$ cat src/rtl/pmesh_load_tracker.sv
// rtl/pmesh_load_tracker.sv - Outstanding-load tracker bridging a client port to P-Mesh NoC2 requests and NoC3 responses.
// Entries run FREE->PENDING->ISSUED->RETURNED->FREE; returned data queues in arrival order.
module pmesh_load_tracker #(
  parameter int         NUM_ENTRIES = 4,
  parameter int         MSHRID_W    = 8,
  parameter int         PADDR_W     = 40,
  parameter int         HOMEID_W    = 30,
  parameter int         RESP_W      = 512,
  parameter logic [7:0] LOAD_TYPE   = 8'd19,
  localparam int        IDX_W       = $clog2(NUM_ENTRIES)
) (
  input  logic                clk,
  input  logic                rst_n,
  input  logic                req_valid_i,
  output logic                req_ready_o,
  input  logic [PADDR_W-1:0]  req_addr_i,
  input  logic [2:0]          req_size_i,
  input  logic [HOMEID_W-1:0] req_homeid_i,
  output logic                noc2_valid_o,
  input  logic                noc2_ready_i,
  output logic [7:0]          noc2_req_type_o,
  output logic [MSHRID_W-1:0] noc2_mshrid_o,
  output logic [PADDR_W-1:0]  noc2_address_o,
  output logic [2:0]          noc2_size_o,
  output logic [HOMEID_W-1:0] noc2_homeid_o,
  output logic [7:0]          noc2_write_mask_o,
  output logic [63:0]         noc2_data_0_o,
  output logic [63:0]         noc2_data_1_o,
  input  logic                noc3_valid_i,
  input  logic [MSHRID_W-1:0] noc3_mshrid_i,
  input  logic [RESP_W-1:0]   noc3_resp_data_i,
  output logic                resp_valid_o,
  input  logic                resp_ready_i,
  output logic [IDX_W-1:0]    resp_tag_o,
  output logic [RESP_W-1:0]   resp_data_o,
  output logic [IDX_W:0]      outstanding_o,
  output logic                spurious_o
);

  typedef enum logic [1:0] {
    ST_FREE,
    ST_PENDING,
    ST_ISSUED,
    ST_RETURNED
  } entry_state_e;

  entry_state_e        st_q [NUM_ENTRIES];
  entry_state_e        st_d [NUM_ENTRIES];
  logic [IDX_W:0]      outstanding_q, outstanding_d;
  logic                spurious_q;

  logic                noc2_valid_q;
  logic [IDX_W-1:0]    noc2_idx_q;
  logic [PADDR_W-1:0]  noc2_addr_q;
  logic [2:0]          noc2_size_q;
  logic [HOMEID_W-1:0] noc2_homeid_q;

  logic [RESP_W-1:0]   fifo_data_q [NUM_ENTRIES];
  logic [IDX_W-1:0]    fifo_tag_q  [NUM_ENTRIES];
  logic [IDX_W-1:0]    rd_ptr_q, wr_ptr_q;
  logic [IDX_W:0]      cnt_q;

  logic                any_free;
  logic [IDX_W-1:0]    alloc_idx;
  logic                accept, noc2_hs, noc3_in_range, push, pop;
  logic [IDX_W-1:0]    noc3_idx;

  // Descending scan so the last assignment wins with the lowest free index.
  always_comb begin
    any_free  = 1'b0;
    alloc_idx = '0;
    for (int i = NUM_ENTRIES - 1; i >= 0; i--) begin
      if (st_q[i] == ST_FREE) begin
        any_free  = 1'b1;
        alloc_idx = IDX_W'(i);
      end
    end
  end

  assign req_ready_o   = any_free && (!noc2_valid_q || noc2_ready_i);
  assign accept        = req_valid_i && req_ready_o;
  assign noc2_hs       = noc2_valid_q && noc2_ready_i;

  assign noc3_in_range = (noc3_mshrid_i >> IDX_W) == '0;
  assign noc3_idx      = noc3_mshrid_i[IDX_W-1:0];
  assign push          = noc3_valid_i && noc3_in_range && (st_q[noc3_idx] == ST_ISSUED);

  assign resp_valid_o  = cnt_q != '0;
  assign resp_tag_o    = fifo_tag_q[rd_ptr_q];
  assign resp_data_o   = fifo_data_q[rd_ptr_q];
  assign pop           = resp_valid_o && resp_ready_i;

  // The four events in a cycle always target distinct entries.
  always_comb begin
    for (int i = 0; i < NUM_ENTRIES; i++) st_d[i] = st_q[i];
    if (accept)  st_d[alloc_idx]  = ST_PENDING;
    if (noc2_hs) st_d[noc2_idx_q] = ST_ISSUED;
    if (push)    st_d[noc3_idx]   = ST_RETURNED;
    if (pop)     st_d[resp_tag_o] = ST_FREE;
    outstanding_d = '0;
    for (int i = 0; i < NUM_ENTRIES; i++) begin
      if (st_d[i] != ST_FREE) outstanding_d = outstanding_d + (IDX_W+1)'(1);
    end
  end

  always_ff @(posedge clk) begin
    if (!rst_n) begin
      for (int i = 0; i < NUM_ENTRIES; i++) st_q[i] <= ST_FREE;
      outstanding_q <= '0;
      spurious_q    <= 1'b0;
      noc2_valid_q  <= 1'b0;
      noc2_idx_q    <= '0;
      noc2_addr_q   <= '0;
      noc2_size_q   <= '0;
      noc2_homeid_q <= '0;
      rd_ptr_q      <= '0;
      wr_ptr_q      <= '0;
      cnt_q         <= '0;
    end else begin
      for (int i = 0; i < NUM_ENTRIES; i++) st_q[i] <= st_d[i];
      outstanding_q <= outstanding_d;
      if (noc3_valid_i && !push) spurious_q <= 1'b1;
      if (accept) begin
        noc2_valid_q  <= 1'b1;
        noc2_idx_q    <= alloc_idx;
        noc2_addr_q   <= req_addr_i;
        noc2_size_q   <= req_size_i;
        noc2_homeid_q <= req_homeid_i;
      end else if (noc2_hs) begin
        noc2_valid_q  <= 1'b0;
      end
      if (push) wr_ptr_q <= wr_ptr_q + IDX_W'(1);
      if (pop)  rd_ptr_q <= rd_ptr_q + IDX_W'(1);
      if (push && !pop)      cnt_q <= cnt_q + (IDX_W+1)'(1);
      else if (!push && pop) cnt_q <= cnt_q - (IDX_W+1)'(1);
    end
  end

  always_ff @(posedge clk) begin
    if (push) begin
      fifo_data_q[wr_ptr_q] <= noc3_resp_data_i;
      fifo_tag_q[wr_ptr_q]  <= noc3_idx;
    end
  end

`ifndef SYNTHESIS
  always_ff @(posedge clk) begin
    if (rst_n && push && !pop) begin
      assert (cnt_q != (IDX_W+1)'(NUM_ENTRIES))
        else $error("response FIFO overflow");
    end
  end
`endif

  assign noc2_valid_o      = noc2_valid_q;
  assign noc2_req_type_o   = LOAD_TYPE;
  assign noc2_mshrid_o     = MSHRID_W'(noc2_idx_q);
  assign noc2_address_o    = noc2_addr_q;
  assign noc2_size_o       = noc2_size_q;
  assign noc2_homeid_o     = noc2_homeid_q;
  assign noc2_write_mask_o = 8'd0;
  assign noc2_data_0_o     = 64'd0;
  assign noc2_data_1_o     = 64'd0;
  assign outstanding_o     = outstanding_q;
  assign spurious_o        = spurious_q;

endmodule

$ cat config.mk
export PLATFORM = sky130hd
export DESIGN_NAME = pmesh_load_tracker
export DESIGN_NICKNAME = d
export VERILOG_FILES = /design/src/rtl/pmesh_load_tracker.sv
export SDC_FILE = /design/constraint.sdc
export NUM_CORES = 2
export LEC_CHECK = 0
export ABC_AREA = 1
export CELL_PAD_IN_SITES_DETAIL_PLACEMENT = 1
export CELL_PAD_IN_SITES_GLOBAL_PLACEMENT = 2
export CORE_AREA = 2 2 672 406
export DETAILED_ROUTE_END_ITERATION = 7
export DIE_AREA = 0 0 674 408
export PLACE_DENSITY_LB_ADDON = 0.1
export SETUP_SLACK_MARGIN = 0.05
export SYNTH_ARGS = -nofsm -noshare
export SYNTH_HDL_FRONTEND = slang
export SYNTH_SLANG_ARGS = --single-unit
$ cat constraint.sdc
create_clock -name clk -period 62.9 [get_ports clk]
set_clock_uncertainty 0.2 [all_clocks]
set_input_delay 6.29 -clock clk [delete_from_list [all_inputs] [get_ports clk]]
set_output_delay 6.29 -clock clk [all_outputs]
set_load 0.005 [all_outputs]
==> results.toml <==
[place]
dpl.cell_count = 10100
dp_slack_ns = 48.64
dpl_cell_area_sq_um = 95500
portBuffers = 1194
place_congestion = 0.755
dp_hpwl_mm = 164

[drt]
dr.pass1.iters = 5
ant_nets = 0
wl_per_cell_um = 25.2
wirelength_mm = 266
drc = 0
drtIter0Drc = 3053
via_per_inst = 4.74
num_vias = 50100

[sta]
timing.final.crit_share = 0.226
rsz0062_at_grt = "no"
hold_viol_final = 0
maxSlewViolCount = 0
fin_crit_ns = 14.24
setup_viol = 0
worst_pin_slew_ns = 1.18
timing.setup.tns_ns = 0
max_slew_margin = 0.213
worst_slack_ns = 48.66
fmax_ghz = 0.0702

[global_route]
grt_usage = 0.186
grt_pass1_wl_mm = 378
gr-total-overflow = 0
antenna_found_initial = 103
grt_max_degree = 221
grt_pass1_vias = 50400

[clocking]
cts_resized = 0
htreeDepth = 4
post_cts_buffers = 0
cts_made_buffers = 224
cts_num_sinks = 2153
clk_pin_slew_ns = 0.06
tritoncts = "built"
clk_latency_ns = 0.86
hold_buffers = 0
clockBufferDepth = 4
cts-root-buf = "clkbuf_16"

[critical_path]
r2r_cells = 10
cp-end-kind = "output port"
path_common_cell = "clkdlybuf4s50_1"
crit_cells = 5
r2r_setup_slack_ns = 57.63
critPathBufInv = 3
critPathArrivalTime_ns = 7.75
crit_fanout = 5
worstReg2RegEnd = "fifo_data_q[0][439]"
slowest_delay_ns = 0.54
crit_family = "buffers and inverters"
startpoint_type = "input pin"
cp.required_ns = 56.41
path_cells = "clkdlybuf4s50_1 -> inv_1 -> nand2_1 -> a21boi_0 -> clkdlybuf4s50_1"
crit_start = "noc2_ready_i"
crit_path_top_delay_cell = "clkdlybuf4s50_1"
setup.worst_path.class = "in2out"
r2r-start = "st_q[1][0]"

[power]
comb_power_share = 0.205
irDropWorstVdd_mv = 0.0258
power.density_nw_per_um2 = 35.1
switching_share = 0.278
p_int_mw = 2.60
p_leak_nw = 33.1
seqPwrFrac = 0.440
p_sw_mw = 0.999
clockPowerShare = 0.355

[synth]
ys_seq_area_frac = 0.792
synthCells = 5657
yosysWarnings = 0
synth_edf_count = 2056
synth_top_flop_cell = "edfxtp_1"
async_flop_share = 0
synthTopCellsByCount = "2056 x edfxtp_1, 1058 x nor2_1, 1035 x o21ai_0"
netlist-cell-type-count = 30
synth_seq_cells = 2153
synth_area_per_cell_sq_um = 14.2
synth_top_area_share = 0.768
synth_area_leaders = "edfxtp_1 77%, o21ai_0 6.4%, nor2_1 4.9%"
synth_largest_area_cell = "edfxtp_1"
synth_most_common_cell = "edfxtp_1"
synthesis.area_sq_um = 80400

[layout]
fin_cells = 10600
drive_above_1_share = 0.0536
finalNetCount = 7382
design_area_sq_um = 102000
fillers = 27800
syn2layout_area_growth_pct = 27.3

[hold_path]
hold_path_startpoint = "noc2_homeid_o[17]"
hp-class = "reg2reg"
hold_end = "noc2_homeid_o[17]"
hold_depth = 2

[floorplanning]
initial_core_util = 0.298
die_h_um = 408
fp.dieW_um = 674
ios = 1345
core_area_sq_um = 269000
die_area_sq_um = 275000
fp-row-count = 148

[run]
cap_violations = 0

[run_status]
status = "finished, final reports clean"
==> power groups by stage <==
stage          registers (mW)  logic (mW)  clock network, mW
4_1_cts                  1.58       0.759               1.32
2_1_floorplan            1.61       0.301                  0
3_5_place_dp             1.61       0.755                  0
5_1_grt                  1.58       0.797               1.37
3_3_place_gp             1.61       0.752                  0
6_report                 1.58       0.737               1.28
==> stage by stage <==
stage | hold WS, ns | power (mW) | utilization
6_report | 0.267 | 3.59 | 0.380
5_1_grt | 0.286 | 3.75 | 0.380
4_1_cts | 0.268 | 3.66 | 0.380
3_5_place_dp | 0.257 | 2.37 | 0.354
3_3_place_gp | 0.249 | 2.36 | 0.354
2_1_floorplan | 0.236 | 1.91 | -
==> routing by layer <==
metal  track usage  vias to the layer above  part of all wire
met5             0                        -           0.00075
met4        0.0468                       32             0.026
met2         0.338                      948              0.52
li1              -                    23100                 -
met1         0.228                    25600              0.41
met3        0.0338                      453             0.040
==> worst min-delay path, delay by kind of cell, from the launching register on <==
kind | cells | cell delay [ns]
flops | 1 | 0.31
simple gates | 1 | 0.06
compound gates | 1 | 0.05
==> cells by family after synthesis <==
logic type	share of synthesized area
other	0.0000935
buffers and inverters	0.0343
AO/OA/AOI/OAI	0.111
flip-flops	0.792
AND/OR/NAND/NOR	0.0610
adder cells (fa/ha/maj)	0.00149
==> area by class of cell <==
class | count | area [sq um] | share of cell area
well taps | 3600 | 4500 | 0.0440
clock inverters | 100 | 797 | 0.00779
flip-flops and latches | 2153 | 63700 | 0.622
clock buffers | 289 | 5990 | 0.0585
multi-input cells | 3091 | 14500 | 0.142
repair buffers | 1261 | 12600 | 0.123
inverters | 43 | 176 | 0.00172
diodes | 22 | 55.1 | 0.000538
==> sequential cells by signal, indices dropped and copies added (netlist names), 3 cells and up, named ones only <==
signal          flops
fifo_data_q      2048
noc2_address_o     40
noc2_homeid_o      30
fifo_tag_q          8
st_q                8
cnt_q               3
noc2_size_o         3
outstanding_o       3
==> cells in the final DEF, fill, tap and decap left out, drive strengths merged <==
| cell | n |
|---|---|
| edfxtp | 2056 |
| clkdlybuf4s50 | 1194 |
| nor2 | 1059 |
| o21ai | 1039 |
| o22ai | 512 |
| clkbuf | 289 |
| nand2 | 208 |
| conb | 150 |
| dfxtp | 97 |
| a21oi | 88 |
| clkinv | 71 |
| buf | 67 |
| inv | 47 |
| diode | 22 |
| nand3 | 15 |
| clkinvlp | 13 |
| bufinv | 12 |
| ha | 8 |
| nand4 | 4 |
| nor3 | 2 |
| a32oi | 1 |
| o211ai | 1 |
| a21boi | 1 |
| nand3b | 1 |
| a211oi | 1 |
| fa | 1 |
==> how the worst max path moves through the flow <==
stage	endpoint
final	req_ready_o
after CTS	req_ready_o
after global placement	req_ready_o
after detailed placement	req_ready_o
after global routing	req_ready_o
after floorplan	fifo_data_q[0][0]
(Power assumes the default switching activity.)
